<file path="config.mk">
export PLATFORM = sky130hd
export DESIGN_NAME = mips_multicycle_control_flat
export DESIGN_NICKNAME = d
export VERILOG_FILES = /design/src/rtl/mips_multicycle_control_if.sv /design/src/rtl/mips_multicycle_control.sv /design/src/flat_wrapper.sv
export SDC_FILE = /design/constraint.sdc
export NUM_CORES = 1
export LEC_CHECK = 0
export ABC_AREA = 1
export BUFFER_PORTS_ARGS = -buffer_cell sky130_fd_sc_hd__buf_4
export CORE_UTILIZATION = 40
export DETAILED_ROUTE_END_ITERATION = 7
export GPL_TIMING_DRIVEN = 0
export PLACE_DENSITY = 0.69
export REMOVE_ABC_BUFFERS = 1
export SYNTH_ARGS = -nofsm -noshare
export SYNTH_HDL_FRONTEND = slang
export SYNTH_SLANG_ARGS = --single-unit
</file>
<file path="constraint.sdc">
create_clock -name i_clk -period 1.49 [get_ports i_clk]
set_input_delay 0.2235 -clock i_clk [delete_from_list [all_inputs] [get_ports i_clk]]
set_output_delay 0.2235 -clock i_clk [all_outputs]
set_load 0.1 [all_outputs]
</file>
<file path="src/rtl/mips_multicycle_control_if.sv">
// Control bus between the multicycle MIPS sequencer and its datapath.
// Carries the opcode and memory-ready inputs plus every datapath control
// strobe the sequencer drives.
//   master : the sequencer side (drives o_*, reads i_*)
//   slave  : the datapath side (drives i_*, reads o_*)
// With MIPS_MC_BNE_EN defined, the bus also carries o_branchNe.
interface mips_multicycle_control_if #(
    parameter int OPCODE_W = 6,
    parameter int ALUOP_W  = 2
);
    logic [OPCODE_W-1:0] i_instrCode;
    logic                i_memReady;
    logic                o_memReq;
    logic                o_iord;
    logic                o_memWrite;
    logic                o_irWrite;
    logic                o_pcWrite;
    logic                o_pcWriteCond;
    logic [1:0]          o_pcSrc;
    logic                o_regDst;
    logic                o_memToReg;
    logic                o_regWrite;
    logic                o_aluSrcA;
    logic [1:0]          o_aluSrcB;
    logic [ALUOP_W-1:0]  o_aluOp;
    logic                o_extOp;
    logic                o_illegal;
    logic                o_memErr;
    logic [3:0]          o_state;
`ifdef MIPS_MC_BNE_EN
    logic                o_branchNe;
`endif

    modport master (
        input  i_instrCode, i_memReady,
`ifdef MIPS_MC_BNE_EN
        output o_branchNe,
`endif
        output o_memReq, o_iord, o_memWrite, o_irWrite, o_pcWrite,
               o_pcWriteCond, o_pcSrc, o_regDst, o_memToReg, o_regWrite,
               o_aluSrcA, o_aluSrcB, o_aluOp, o_extOp, o_illegal,
               o_memErr, o_state
    );

    modport slave (
        output i_instrCode, i_memReady,
`ifdef MIPS_MC_BNE_EN
        input  o_branchNe,
`endif
        input  o_memReq, o_iord, o_memWrite, o_irWrite, o_pcWrite,
               o_pcWriteCond, o_pcSrc, o_regDst, o_memToReg, o_regWrite,
               o_aluSrcA, o_aluSrcB, o_aluOp, o_extOp, o_illegal,
               o_memErr, o_state
    );
endinterface

</file>
<file path="src/rtl/mips_multicycle_control.sv">
// Multicycle MIPS control sequencer. A state machine walks each instruction
// through fetch, decode, execute, memory and writeback, driving a
// shared-memory datapath and waiting on a memory ready handshake.
// Ports:
//   i_clk   : clock, rising edge
//   i_rst_n : asynchronous active-low reset
//   bus     : mips_multicycle_control_if.master (opcode, memReady, control strobes)
// Optional feature macro MIPS_MC_BNE_EN: decodes bne (000101) to BRANCH and
// drives bus.o_branchNe; without it 000101 is an illegal opcode.
// MEM_TIMEOUT > 0 enables a watchdog that aborts a stalled memory access.
module mips_multicycle_control #(
    parameter int OPCODE_W    = 6,
    parameter int ALUOP_W     = 2,
    parameter int MEM_TIMEOUT = 0,
    parameter int TMO_W       = 8
) (
    input  logic                        i_clk,
    input  logic                        i_rst_n,
    mips_multicycle_control_if.master   bus
);
    typedef enum logic [3:0] {
        IDLE   = 4'd0,  FETCH  = 4'd1,  DECODE = 4'd2,  MEMADR = 4'd3,
        MEMRD  = 4'd4,  MEMWB  = 4'd5,  MEMWR  = 4'd6,  EXEC   = 4'd7,
        ALUWB  = 4'd8,  BRANCH = 4'd9,  JUMP   = 4'd10, IMMEX  = 4'd11,
        IMMWB  = 4'd12
    } state_t;

    localparam logic [5:0] OP_RTYPE = 6'b000000;
    localparam logic [5:0] OP_LW    = 6'b100011;
    localparam logic [5:0] OP_SW    = 6'b101011;
    localparam logic [5:0] OP_BEQ   = 6'b000100;
    localparam logic [5:0] OP_BNE   = 6'b000101;
    localparam logic [5:0] OP_J     = 6'b000010;
    localparam logic [5:0] OP_ADDI  = 6'b001000;
    localparam logic [5:0] OP_ADDIU = 6'b001001;

    localparam logic [ALUOP_W-1:0] ALU_ADD   = ALUOP_W'(0);
    localparam logic [ALUOP_W-1:0] ALU_SUB   = ALUOP_W'(1);
    localparam logic [ALUOP_W-1:0] ALU_FUNCT = ALUOP_W'(2);

    state_t             state, state_nxt;
    logic [5:0]         op_q;
    logic [5:0]         op_in;
    logic               hi_zero;
    logic               mem_wait;
    logic               tmo_hit;

    logic               mem_req, iord, mem_write, ir_write, pc_write, pc_write_cond;
    logic [1:0]         pc_src, alu_src_b;
    logic               reg_dst, mem_to_reg, reg_write, alu_src_a, ext_op;
    logic [ALUOP_W-1:0] alu_op;
    logic               illegal, mem_err, branch_ne;

    assign op_in = bus.i_instrCode[5:0];

    // Opcode bits above the 6-bit field must be zero for a legal decode.
    generate
        if (OPCODE_W > 6) begin : g_hi
            assign hi_zero = (bus.i_instrCode[OPCODE_W-1:6] == '0);
        end else begin : g_no_hi
            assign hi_zero = 1'b1;
        end
    endgenerate

    assign mem_wait = ((state == FETCH) || (state == MEMRD) || (state == MEMWR))
                      && !bus.i_memReady;

    // Watchdog: counts stalled cycles of the current access; a ready in the
    // same cycle the limit is reached clears mem_wait, so ready wins.
    generate
        if (MEM_TIMEOUT > 0) begin : g_tmo
            logic [TMO_W-1:0] tmo_cnt;
            always_ff @(posedge i_clk or negedge i_rst_n) begin
                if (!i_rst_n)
                    tmo_cnt <= '0;
                else if (mem_wait && !tmo_hit)
                    tmo_cnt <= tmo_cnt + TMO_W'(1);
                else
                    tmo_cnt <= '0;
            end
            assign tmo_hit = mem_wait && (tmo_cnt == TMO_W'(MEM_TIMEOUT));
        end else begin : g_no_tmo
            assign tmo_hit = 1'b0;
        end
    endgenerate

    always_ff @(posedge i_clk or negedge i_rst_n) begin
        if (!i_rst_n) begin
            state <= IDLE;
            op_q  <= '0;
        end else begin
            state <= state_nxt;
            if (state == DECODE)
                op_q <= op_in;
        end
    end

    // Next state and control decode. The strobes are functions of the state
    // register; the only input qualifiers are memReady on the FETCH writes
    // and the illegal/timeout pulses, which exist to mark a single cycle.
    always_comb begin
        state_nxt     = state;
        mem_req       = 1'b0;
        iord          = 1'b0;
        mem_write     = 1'b0;
        ir_write      = 1'b0;
        pc_write      = 1'b0;
        pc_write_cond = 1'b0;
        pc_src        = 2'd0;
        reg_dst       = 1'b0;
        mem_to_reg    = 1'b0;
        reg_write     = 1'b0;
        alu_src_a     = 1'b0;
        alu_src_b     = 2'd0;
        alu_op        = ALU_ADD;
        ext_op        = 1'b0;
        illegal       = 1'b0;
        mem_err       = tmo_hit;
        branch_ne     = 1'b0;
        case (state)
            IDLE: state_nxt = FETCH;
            FETCH: begin
                mem_req   = 1'b1;
                alu_src_b = 2'd1;
                ir_write  = bus.i_memReady;
                pc_write  = bus.i_memReady;
                if (bus.i_memReady) state_nxt = DECODE;
                else if (tmo_hit)   state_nxt = FETCH;
            end
            DECODE: begin
                alu_src_b = 2'd3;
                ext_op    = 1'b1;
                state_nxt = FETCH;
                if (hi_zero) begin
                    case (op_in)
                        OP_RTYPE:          state_nxt = EXEC;
                        OP_LW, OP_SW:      state_nxt = MEMADR;
                        OP_BEQ:            state_nxt = BRANCH;
`ifdef MIPS_MC_BNE_EN
                        OP_BNE:            state_nxt = BRANCH;
`endif
                        OP_J:              state_nxt = JUMP;
                        OP_ADDI, OP_ADDIU: state_nxt = IMMEX;
                        default:           illegal   = 1'b1;
                    endcase
                end else begin
                    illegal = 1'b1;
                end
            end
            MEMADR: begin
                alu_src_a = 1'b1;
                alu_src_b = 2'd2;
                ext_op    = 1'b1;
                state_nxt = (op_q == OP_SW) ? MEMWR : MEMRD;
            end
            MEMRD: begin
                mem_req = 1'b1;
                iord    = 1'b1;
                if (bus.i_memReady) state_nxt = MEMWB;
                else if (tmo_hit)   state_nxt = FETCH;
            end
            MEMWB: begin
                reg_write  = 1'b1;
                mem_to_reg = 1'b1;
                state_nxt  = FETCH;
            end
            MEMWR: begin
                mem_req   = 1'b1;
                mem_write = 1'b1;
                iord      = 1'b1;
                if (bus.i_memReady || tmo_hit) state_nxt = FETCH;
            end
            EXEC: begin
                alu_src_a = 1'b1;
                alu_op    = ALU_FUNCT;
                state_nxt = ALUWB;
            end
            ALUWB: begin
                reg_write = 1'b1;
                reg_dst   = 1'b1;
                state_nxt = FETCH;
            end
            BRANCH: begin
                alu_src_a     = 1'b1;
                alu_op        = ALU_SUB;
                pc_write_cond = 1'b1;
                pc_src        = 2'd1;
                branch_ne     = (op_q == OP_BNE);
                state_nxt     = FETCH;
            end
            JUMP: begin
                pc_write  = 1'b1;
                pc_src    = 2'd2;
                state_nxt = FETCH;
            end
            IMMEX: begin
                alu_src_a = 1'b1;
                alu_src_b = 2'd2;
                ext_op    = (op_q == OP_ADDI);
                state_nxt = IMMWB;
            end
            IMMWB: begin
                reg_write = 1'b1;
                state_nxt = FETCH;
            end
            default: state_nxt = IDLE;
        endcase
    end

    assign bus.o_memReq      = mem_req;
    assign bus.o_iord        = iord;
    assign bus.o_memWrite    = mem_write;
    assign bus.o_irWrite     = ir_write;
    assign bus.o_pcWrite     = pc_write;
    assign bus.o_pcWriteCond = pc_write_cond;
    assign bus.o_pcSrc       = pc_src;
    assign bus.o_regDst      = reg_dst;
    assign bus.o_memToReg    = mem_to_reg;
    assign bus.o_regWrite    = reg_write;
    assign bus.o_aluSrcA     = alu_src_a;
    assign bus.o_aluSrcB     = alu_src_b;
    assign bus.o_aluOp       = alu_op;
    assign bus.o_extOp       = ext_op;
    assign bus.o_illegal     = illegal;
    assign bus.o_memErr      = mem_err;
    assign bus.o_state       = state;
`ifdef MIPS_MC_BNE_EN
    assign bus.o_branchNe    = branch_ne;
`else
    logic unused_bne;
    assign unused_bne = branch_ne;
`endif
endmodule

</file>
<file path="src/flat_wrapper.sv">
// flat-port wrapper written by rule: the top's interface ports become plain ports
module mips_multicycle_control_flat 
#(
    parameter int OPCODE_W    = 6,
    parameter int ALUOP_W     = 2,
    parameter int MEM_TIMEOUT = 0,
    parameter int TMO_W       = 8
)
  (i_clk, i_rst_n, bus_i_instrCode, bus_i_memReady, bus_o_memReq, bus_o_iord, bus_o_memWrite, bus_o_irWrite, bus_o_pcWrite, bus_o_pcWriteCond, bus_o_pcSrc, bus_o_regDst, bus_o_memToReg, bus_o_regWrite, bus_o_aluSrcA, bus_o_aluSrcB, bus_o_aluOp, bus_o_extOp, bus_o_illegal, bus_o_memErr, bus_o_state);
  mips_multicycle_control_if #(.OPCODE_W(OPCODE_W), .ALUOP_W(ALUOP_W)) bus_i ();
  input  logic i_clk;
  input  logic i_rst_n;
  input wire logic [$bits(bus_i.i_instrCode)-1:0] bus_i_instrCode;
  input wire logic [$bits(bus_i.i_memReady)-1:0] bus_i_memReady;
  output wire logic [$bits(bus_i.o_memReq)-1:0] bus_o_memReq;
  output wire logic [$bits(bus_i.o_iord)-1:0] bus_o_iord;
  output wire logic [$bits(bus_i.o_memWrite)-1:0] bus_o_memWrite;
  output wire logic [$bits(bus_i.o_irWrite)-1:0] bus_o_irWrite;
  output wire logic [$bits(bus_i.o_pcWrite)-1:0] bus_o_pcWrite;
  output wire logic [$bits(bus_i.o_pcWriteCond)-1:0] bus_o_pcWriteCond;
  output wire logic [$bits(bus_i.o_pcSrc)-1:0] bus_o_pcSrc;
  output wire logic [$bits(bus_i.o_regDst)-1:0] bus_o_regDst;
  output wire logic [$bits(bus_i.o_memToReg)-1:0] bus_o_memToReg;
  output wire logic [$bits(bus_i.o_regWrite)-1:0] bus_o_regWrite;
  output wire logic [$bits(bus_i.o_aluSrcA)-1:0] bus_o_aluSrcA;
  output wire logic [$bits(bus_i.o_aluSrcB)-1:0] bus_o_aluSrcB;
  output wire logic [$bits(bus_i.o_aluOp)-1:0] bus_o_aluOp;
  output wire logic [$bits(bus_i.o_extOp)-1:0] bus_o_extOp;
  output wire logic [$bits(bus_i.o_illegal)-1:0] bus_o_illegal;
  output wire logic [$bits(bus_i.o_memErr)-1:0] bus_o_memErr;
  output wire logic [$bits(bus_i.o_state)-1:0] bus_o_state;
  assign bus_i.i_instrCode = bus_i_instrCode;
  assign bus_i.i_memReady = bus_i_memReady;
  assign bus_o_memReq = bus_i.o_memReq;
  assign bus_o_iord = bus_i.o_iord;
  assign bus_o_memWrite = bus_i.o_memWrite;
  assign bus_o_irWrite = bus_i.o_irWrite;
  assign bus_o_pcWrite = bus_i.o_pcWrite;
  assign bus_o_pcWriteCond = bus_i.o_pcWriteCond;
  assign bus_o_pcSrc = bus_i.o_pcSrc;
  assign bus_o_regDst = bus_i.o_regDst;
  assign bus_o_memToReg = bus_i.o_memToReg;
  assign bus_o_regWrite = bus_i.o_regWrite;
  assign bus_o_aluSrcA = bus_i.o_aluSrcA;
  assign bus_o_aluSrcB = bus_i.o_aluSrcB;
  assign bus_o_aluOp = bus_i.o_aluOp;
  assign bus_o_extOp = bus_i.o_extOp;
  assign bus_o_illegal = bus_i.o_illegal;
  assign bus_o_memErr = bus_i.o_memErr;
  assign bus_o_state = bus_i.o_state;
  mips_multicycle_control #(.OPCODE_W(OPCODE_W), .ALUOP_W(ALUOP_W), .MEM_TIMEOUT(MEM_TIMEOUT), .TMO_W(TMO_W)) u_core (.i_clk(i_clk), .i_rst_n(i_rst_n), .bus(bus_i));
endmodule
</file>
==> results.toml, run 1 <==
[layout]
final_cell_mix = "34 x nand2_1, 29 x buf_4, 12 x buf_12, 10 x inv_1, 10 x nor2_1"
area_growth_syn_to_layout_pct = 92.3
drive_gt1_share_pct = 51.2
stdcell_area_sq_um = 1430
final_core_util_pct = 82.9
nets = 172
layout_commonest_cell = "nand2_1"
diodes = 0
fillers = 101

[job]
drv_cap = 0

[floorplanning]
core_region_area_sq_um = 1730
dieArea_sq_um = 2040
row_count = 15
die_w_microns = 45.1
io_pins = 32
die_h_microns = 45.1
initial_core_util_pct = 43.1

[grt]
grt-ovfl-total = 0
grt_pass1_wl_microns = 3710
grt_busiest_layer = "met2"
use_met2_pct = 43.5
grt_max_degree = 11
first_global_vias = 817
globalRouteMet1Util_pct = 32.1
gr-usage-all-layers_pct = 26.6
globalRouteMet3Util_pct = 7.20
grt_antenna_before_repair = 0

[critical_path]
reg2reg_to = "u_core.bus.o_state[0]$_DFFE_PN0P_"
critPathRequiredTime_ns = 1.27
crit_path_end_kind = "output port"
rr_worst_depth = 8
critPathKind = "reg -> out"
r2r_start = "u_core.bus.o_state[3]$_DFFE_PN0P_"
regToRegSetupSlack_ns = -0.01
arrival_ns = 1.61
start_kind = "flop"
cp_max_fo = 7

[timing]
maxSlewHeadroom_pct = 66.9
fin_crit_sh_pct = 123
finalMaxSlewViolations = 0
post-route-min-period_ns = 1.83
max_slew.worst_pin.slew_ns = 0.492
timing.fmax_mhz = 546
setup_viol = 20
finalSetupTns_ns = -4.10
layout_setup_ws_ns = -0.342
skew_ns = 0.00188
hold_viol = 0
rsz0062_at_grt = "yes"

[place]
place_ws_ns = -0.317
hpwl_microns = 1470
dpl_cell_area_sq_um = 956
gp_congestion = 0.803
io_buffers = 30

[clock_tree]
clk_pin_slew_worst_paths_ns = 0.07
ctsRootBufferMaster = "clkbuf_4"
htree_levels = 1
clock_latency_ns = 0.28
clock_path_buffers = 2
cts_buffers = 3
tritoncts = "built"
cts.sinks = 10

[worst_hold_path]
hold_class = "in -> reg"
worstHoldStart = "bus_i_memReady"
hold_depth = 2
min_to = "u_core.bus.o_state[0]$_DFFE_PN0P_"

[logic_synthesis]
netlist_instances = 115
synth-seq-cells = 10
syn_area_per_cell_sq_um = 6.47
syn_area_sq_um = 744
ys_types = 24
synth_warnings = 0
ys_seq_area_share_pct = 33.6

[detailed_routing]
drtIter0Drc = 27
drt_wl_total_microns = 3110
drt-pass1-iter-count = 4
ant_nets = 0
wire_per_inst_microns = 16.6
via_per_inst = 5.47
vias = 1022
drc_errors = 0

[status]
violations = "negative setup slack"
status = "finished with violations"
-- final cells by class --
type	instances	area, sq um	share of cell area, %
Clock buffer	4	36.3	2.53
Tap cell	25	31.3	2.19
Multi-Input combinational cell	85	503	35.1
Sequential cell	10	254	17.7
Inverter	15	61.3	4.28
Timing Repair Buffer	48	546	38.1
-- sequential cells by signal (all words and copies together) (netlist names) --
register            flops
u_core.op_q             6
u_core.bus.o_state      4
-- critical path, stage by stage (launching register included) --
cell and delay (ns):
dfrtp_2 0.48, nand2_1 0.25, a21oi_1 0.11, or2_2 0.31, buf_8 0.18
-- synth_stat cells --
cell type  number  area [sq um]
nand2_1        38           143
nor2_1         17          63.8
dfrtp_1        10           250
inv_1          10          37.5
nand3_1         7          35.0
o21ai_0         7          35.0
inv_2           5          18.8
buf_4           3          22.5
buf_6           2          22.5
o21ai_1         2          10.0
a21oi_1         1          5.00
conb_1          1          3.75
nand2_2         1          6.26
nand2_4         1          11.3
nand3_2         1          10.0
nand4_2         1          12.5
nor2_2          1          6.26
nor2_4          1          11.3
nor3_1          1          5.00
nor4_1          1          6.26
o21ai_2         1          8.76
o22ai_1         1          6.26
o31ai_1         1          7.51
or2_2           1          6.26
-- worst max-delay path by stage --
| stage | to | startpoint | depth (start not counted) | slack (ns) |
|---|---|---|---|---|
| finish | bus_o_aluSrcA | u_core.bus.o_state[0]$_DFFE_PN0P_ | 4 | -0.34 |
| global route | bus_o_extOp | u_core.op_q[2]$_DFFE_PN0P_ | 6 | -0.40 |
| CTS | bus_o_illegal | u_core.bus.o_state[2]$_DFFE_PN0P_ | 6 | -0.28 |
| detailed placement | bus_o_illegal | u_core.bus.o_state[3]$_DFFE_PN0P_ | 6 | -0.32 |
| global placement | bus_o_illegal | u_core.bus.o_state[3]$_DFFE_PN0P_ | 6 | -0.31 |
| floorplan | bus_o_aluSrcA | u_core.bus.o_state[3]$_DFFE_PN0P_ | 3 | -4.61 |
-- what timing repair did --
action                                  in CTS  in global routing
buffers inserted                             8                  9
endpoints found under the setup margin      18                 21
pin swaps                                    3                  4
resized for setup                           42                 35
hold endpoints to repair                    10                  0
hold buffers                                 1                  0
-- stage by stage --
step	std cells	hold slack, ns
floorplan	110	-0.0721
global placement	165	0.0578
detailed placement	165	0.0599
CTS	178	0.120
global route	187	0.128
finish	187	0.128
-- routing by layer --
metal  routed length (microns)  part of all wire, %  up-vias
met3                       192                  6.2       29
met1                      1050                   34      488
met5                         0                    0        -
met4                       248                  8.0        0
li1                          -                    -      453
met2                      1620                   52       52
-- cell families after synthesis --
kind of cell | share of synthesized area (%)
buffers and inverters | 13.6
DFF | 33.6
other | 0.504
and+or+nand+nor | 42.5
AOI/OAI and AO/OA | 9.75
Power of run 1 is left out: the tool's default activity adds up to more than one toggle a clock period on the data nets, which glitch-free logic cannot reach.
==> inputs of run 2 (changes only) <==
Settings changed: SKIP_LAST_GASP set to 1.
==> results.toml, run 2 (synthesis results as in run 1) <==
[layout]
nets = 172
stdcell_area_sq_um = 1420
fillers = 106
area_growth_syn_to_layout_pct = 90.4
layout_commonest_cell = "nand2_1"
largest-register = "u_core.op_q"
drive_gt1_share_pct = 51.2
final_cell_mix = "34 x nand2_1, 29 x buf_4, 10 x inv_1, 10 x nor2_1, 10 x buf_12"
largest_register_ffs = 6
diodes = 0
final_core_util_pct = 82.1

[timing]
skew_ns = 0.00495
fin_crit_sh_pct = 122
rsz0062_at_grt = "yes"
finalMaxSlewViolations = 0
hold_viol = 0
post-route-min-period_ns = 1.82
max_slew.worst_pin.slew_ns = 0.490
timing.fmax_mhz = 550
layout_setup_ws_ns = -0.328
setup_viol = 21
maxSlewHeadroom_pct = 67.0

[job]
drv_cap = 0

[floorplanning]
die_w_microns = 45.1
io_pins = 32
die_h_microns = 45.1
row_count = 15
dieArea_sq_um = 2040
core_region_area_sq_um = 1730
initial_core_util_pct = 43.1

[clock_tree]
cts_buffers = 3
cts.sinks = 10
clock_path_buffers = 2
tritoncts = "built"
htree_levels = 1
ctsRootBufferMaster = "clkbuf_4"
clock_latency_ns = 0.28
clk_pin_slew_worst_paths_ns = 0.07

[detailed_routing]
vias = 1010
wire_per_inst_microns = 16.6
drtIter0Drc = 30
drt_wl_total_microns = 3100
drc_errors = 0
drt-pass1-iter-count = 4
via_per_inst = 5.40
ant_nets = 0

[status]
status = "finished with violations"
violations = "negative setup slack"

[critical_path]
critPathRequiredTime_ns = 1.27
r2r_start = "u_core.bus.o_state[3]$_DFFE_PN0P_"
regToRegSetupSlack_ns = -0.03
arrival_ns = 1.59
slowest_stage = "dfrtp_2"
cp_max_fo = 7
crit_chain = "nand2_1 -> a21oi_1 -> or2_2 -> buf_8"
rr_worst_depth = 8
start_kind = "flop"
crit_path_end_kind = "output port"
critPathKind = "reg -> out"
reg2reg_to = "u_core.bus.o_state[0]$_DFFE_PN0P_"
cpPeakStageDelay_ns = 0.47

[place]
place_ws_ns = -0.317
io_buffers = 30
hpwl_microns = 1470
gp_congestion = 0.803
dpl_cell_area_sq_um = 956

[grt]
grt_max_degree = 11
grt_pass1_wl_microns = 3710
first_global_vias = 817
gr-usage-all-layers_pct = 26.6
grt_antenna_before_repair = 0
grt-ovfl-total = 0

[worst_hold_path]
hold_class = "in -> reg"
min_to = "u_core.bus.o_state[0]$_DFFE_PN0P_"
worstHoldStart = "bus_i_memReady"
hold_depth = 2
run 2: cell counts in the layout (fill, tap and decap cells not counted):
No cell type changed its count.
run 2: how the worst max path moves through the flow:
stage                                                  from             to  depth (start not counted)
final                     u_core.bus.o_state[0]$_DFFE_PN0P_  bus_o_aluSrcA                          4
after global routing             u_core.op_q[2]$_DFFE_PN0P_    bus_o_extOp                          6
after CTS                 u_core.bus.o_state[2]$_DFFE_PN0P_  bus_o_illegal                          6
after detailed placement  u_core.bus.o_state[3]$_DFFE_PN0P_  bus_o_illegal                          6
after global placement    u_core.bus.o_state[3]$_DFFE_PN0P_  bus_o_illegal                          6
after floorplan           u_core.bus.o_state[3]$_DFFE_PN0P_  bus_o_aluSrcA                          3
run 2: repair_timing:
| action | 4_1_cts | 5_1_grt |
|---|---|---|
| hold buffers | 1 | 0 |
| endpoints found under the hold margin | 10 | 0 |
| setup endpoints to repair | 18 | 21 |
| pin swaps | 3 | 4 |
| resized for setup | 42 | 32 |
| setup buffers | 8 | 9 |
run 2: cell type report:
| class | instances | area, sq um | area share (%) |
|---|---|---|---|
| clock buffers | 4 | 36.3 | 2.56 |
| well taps | 25 | 31.3 | 2.21 |
| repair buffers | 48 | 532 | 37.5 |
| flip-flops and latches | 10 | 254 | 17.9 |
| multi-input cells | 85 | 503 | 35.5 |
| inverters | 15 | 61.3 | 4.32 |
run 2: stage by stage:
stage                     hold slack, ns  setup TNS (ns)  instances
final                              0.123           -4.27        187
after global routing               0.128           -5.21        187
after CTS                          0.120           -3.72        178
after detailed placement          0.0599          -0.741        165
after global placement            0.0578          -0.672        165
after floorplan                  -0.0721          -40.62        110
run 2: worst max-delay path: cells and delay by family, from the launching register on:
kind            cells  cell delay (ns)
compound gates      1             0.10
buf+inv             1             0.18
flops               1             0.47
simple gates        2             0.56
run 2: per-layer routing:
metal	vias up	track usage [%]	part of all wire, %
met1	478	32.1	35
met2	57	43.5	51
met3	26	7.20	6.3
met5	-	0	0
li1	449	-	-
met4	0	12.7	7.2
Power of run 2 is left out for the same reason.
==> inputs of run 3 (changes only) <==
Settings changed: ABC_AREA 1 to not set, PLACE_DENSITY 0.69 to 0.68.
==> results.toml, run 3 <==
[status]
status = "finished with violations"
violations = "negative setup slack"

[layout]
final_cell_mix = "27 x buf_4, 12 x buf_12, 10 x buf_6, 8 x nor2_1, 7 x nand2_1"
final_core_util_pct = 88.6
nets = 156
layout_commonest_cell = "buf_4"
largest-register = "u_core.op_q"
diodes = 0
drive_gt1_share_pct = 61.6
largest_register_ffs = 6
area_growth_syn_to_layout_pct = 99.1
fillers = 84

[grt]
gr-usage-all-layers_pct = 25.2
grt_pass1_wl_microns = 3910
grt_busiest_layer = "met2"
first_global_vias = 892
grt_antenna_before_repair = 0
globalRouteMet3Util_pct = 4.23
grt-ovfl-total = 0
globalRouteMet1Util_pct = 29.6
grt_max_degree = 11
use_met2_pct = 44.7

[detailed_routing]
ant_nets = 0
via_per_inst = 6.04
vias = 1032
wire_per_inst_microns = 20.5
drtIter0Drc = 36
drt_wl_total_microns = 3510
drc_errors = 0
drt-pass1-iter-count = 4

[timing]
max_slew.worst_pin.slew_ns = 0.506
rsz0062_at_grt = "yes"
hold_viol = 0
finalSetupTns_ns = -5.20
fin_crit_sh_pct = 128
maxSlewHeadroom_pct = 65.9
finalMaxSlewViolations = 0
timing.fmax_mhz = 524
setup_viol = 30
post-route-min-period_ns = 1.91
layout_setup_ws_ns = -0.419
holdWs_ns = 0.233
skew_ns = 0.000863

[worst_hold_path]
hold_class = "in -> reg"

[critical_path]
start_kind = "flop"
critPathRequiredTime_ns = 1.27
critPathKind = "reg -> out"
cpPeakStageDelay_ns = 0.47
crit_path_end_kind = "output port"
regToRegSetupSlack_ns = -0.11
arrival_ns = 1.69
cp_max_fo = 5
slowest_stage = "dfrtp_2"
crit_chain = "buf_4 -> nor2_1 -> a21boi_1 -> clkbuf_8"

[place]
gp_congestion = 0.768
io_buffers = 30
place_ws_ns = -0.551
hpwl_microns = 1440

[floorplanning]
initial_core_util_pct = 44.5
die_h_microns = 46.8
dieArea_sq_um = 2190
row_count = 15
io_pins = 32
core_region_area_sq_um = 1800
die_w_microns = 46.8

[logic_synthesis]
synth_top_cell_area_share_pct = 31.2
ys_async_sr_fraction_pct = 100
netlist_instances = 96
synth_top_flop_cell = "dfrtp_1"
yosysTopAreaCell = "dfrtp_1"
synth_enable_flop_cells = 0
yosysMostFrequentCell = "nor2_1"
netlist_top_cells_area = "dfrtp_1 31%, mux2_2 8.4%, nor2_1 7.0%"
syn_area_per_cell_sq_um = 8.35
syn_area_sq_um = 802
synth_warnings = 0
ys_seq_area_share_pct = 31.2
ys_types = 37
synthTopCellsByCount = "15 x nor2_1, 10 x dfrtp_1, 7 x nand2_1"
synth-seq-cells = 10

[clock_tree]
cts_buffers = 3
cts.sinks = 10
tritoncts = "built"
clock_path_buffers = 2
ctsRootBufferMaster = "clkbuf_4"
clock_latency_ns = 0.26
clk_pin_slew_worst_paths_ns = 0.07
htree_levels = 1

[job]
drv_cap = 0
[run 3: cell count changes in the layout (fill, tap and decap cells not counted), moves of 5 or more]
cell and delta:
nand3_1 -6, nand2_1 -27, inv_1 -9, mux2_4 +6
a21oi_1 +5, buf_6 +6
[run 3: path summary, 6_finish.rpt]
path,from,end,cells after the start
worst max-delay path,u_core.bus.o_state[2]$_DFFE_PN0P_,bus_o_aluSrcB[0],4
worst min-delay path,bus_i_instrCode[4],u_core.op_q[4]$_DFFE_PN0P_,2
worst max register to register,u_core.bus.o_state[2]$_DFFE_PN0P_,u_core.bus.o_state[2]$_DFFE_PN0P_,5
worst min register to register,u_core.op_q[3]$_DFFE_PN0P_,u_core.op_q[3]$_DFFE_PN0P_,1
max in group asynchronous,i_rst_n,u_core.bus.o_state[3]$_DFFE_PN0P_,2
min in group asynchronous,i_rst_n,u_core.op_q[3]$_DFFE_PN0P_,2
[run 3: critical path: cells and delay by family (launching register included)]
kind	cells	cell delay, ns
AO/OA/AOI/OAI	1	0.24
buffers and inverters	2	0.44
flip-flops	1	0.47
AND/OR/NAND/NOR	1	0.27
[run 3: per-layer routing]
layer	share of wire [%]	vias to the layer above	wire, microns
li1	-	450	-
met1	39	495	1360
met2	50	69	1740
met3	6.5	18	227
met4	5.2	0	184
met5	0	-	0
[run 3: logic make-up after synthesis]
| group | Yosys count | share of synthesized area (%) |
|---|---|---|
| other cells | 1 | 0.468 |
| flops | 10 | 31.2 |
| mux | 7 | 9.67 |
| buf+inv | 10 | 6.55 |
| compound gates | 20 | 17.5 |
| simple gates | 48 | 34.6 |
[run 3: repair_timing]
action / CTS / global route
resized for setup: 42 / 49
hold buffers: 1 / 0
buffers inserted: 15 / 6
gates cloned: 0 / 1
setup endpoints to repair: 30 / 25
endpoints found under the hold margin: 10 / 0
pin swaps: 3 / 9
[run 3: area by class of cell]
cell class / instances / area [sq um] / share of cell area, %
Timing Repair Buffer: 53 / 619 / 38.8
Sequential cell: 10 / 255 / 16.0
Inverter: 3 / 11.3 / 0.705
Clock buffer: 4 / 36.3 / 2.27
Tap cell: 25 / 31.3 / 1.96
Multi-Input combinational cell: 76 / 643 / 40.3
[run 3: stage by stage]
step                instances  instance area [sq um]
finish                    171                   1600
global route              171                   1600
CTS                       164                   1330
detailed placement        144                   1020
global placement          144                   1020
floorplan                  89                    761
Power of run 3 is left out for the same reason.
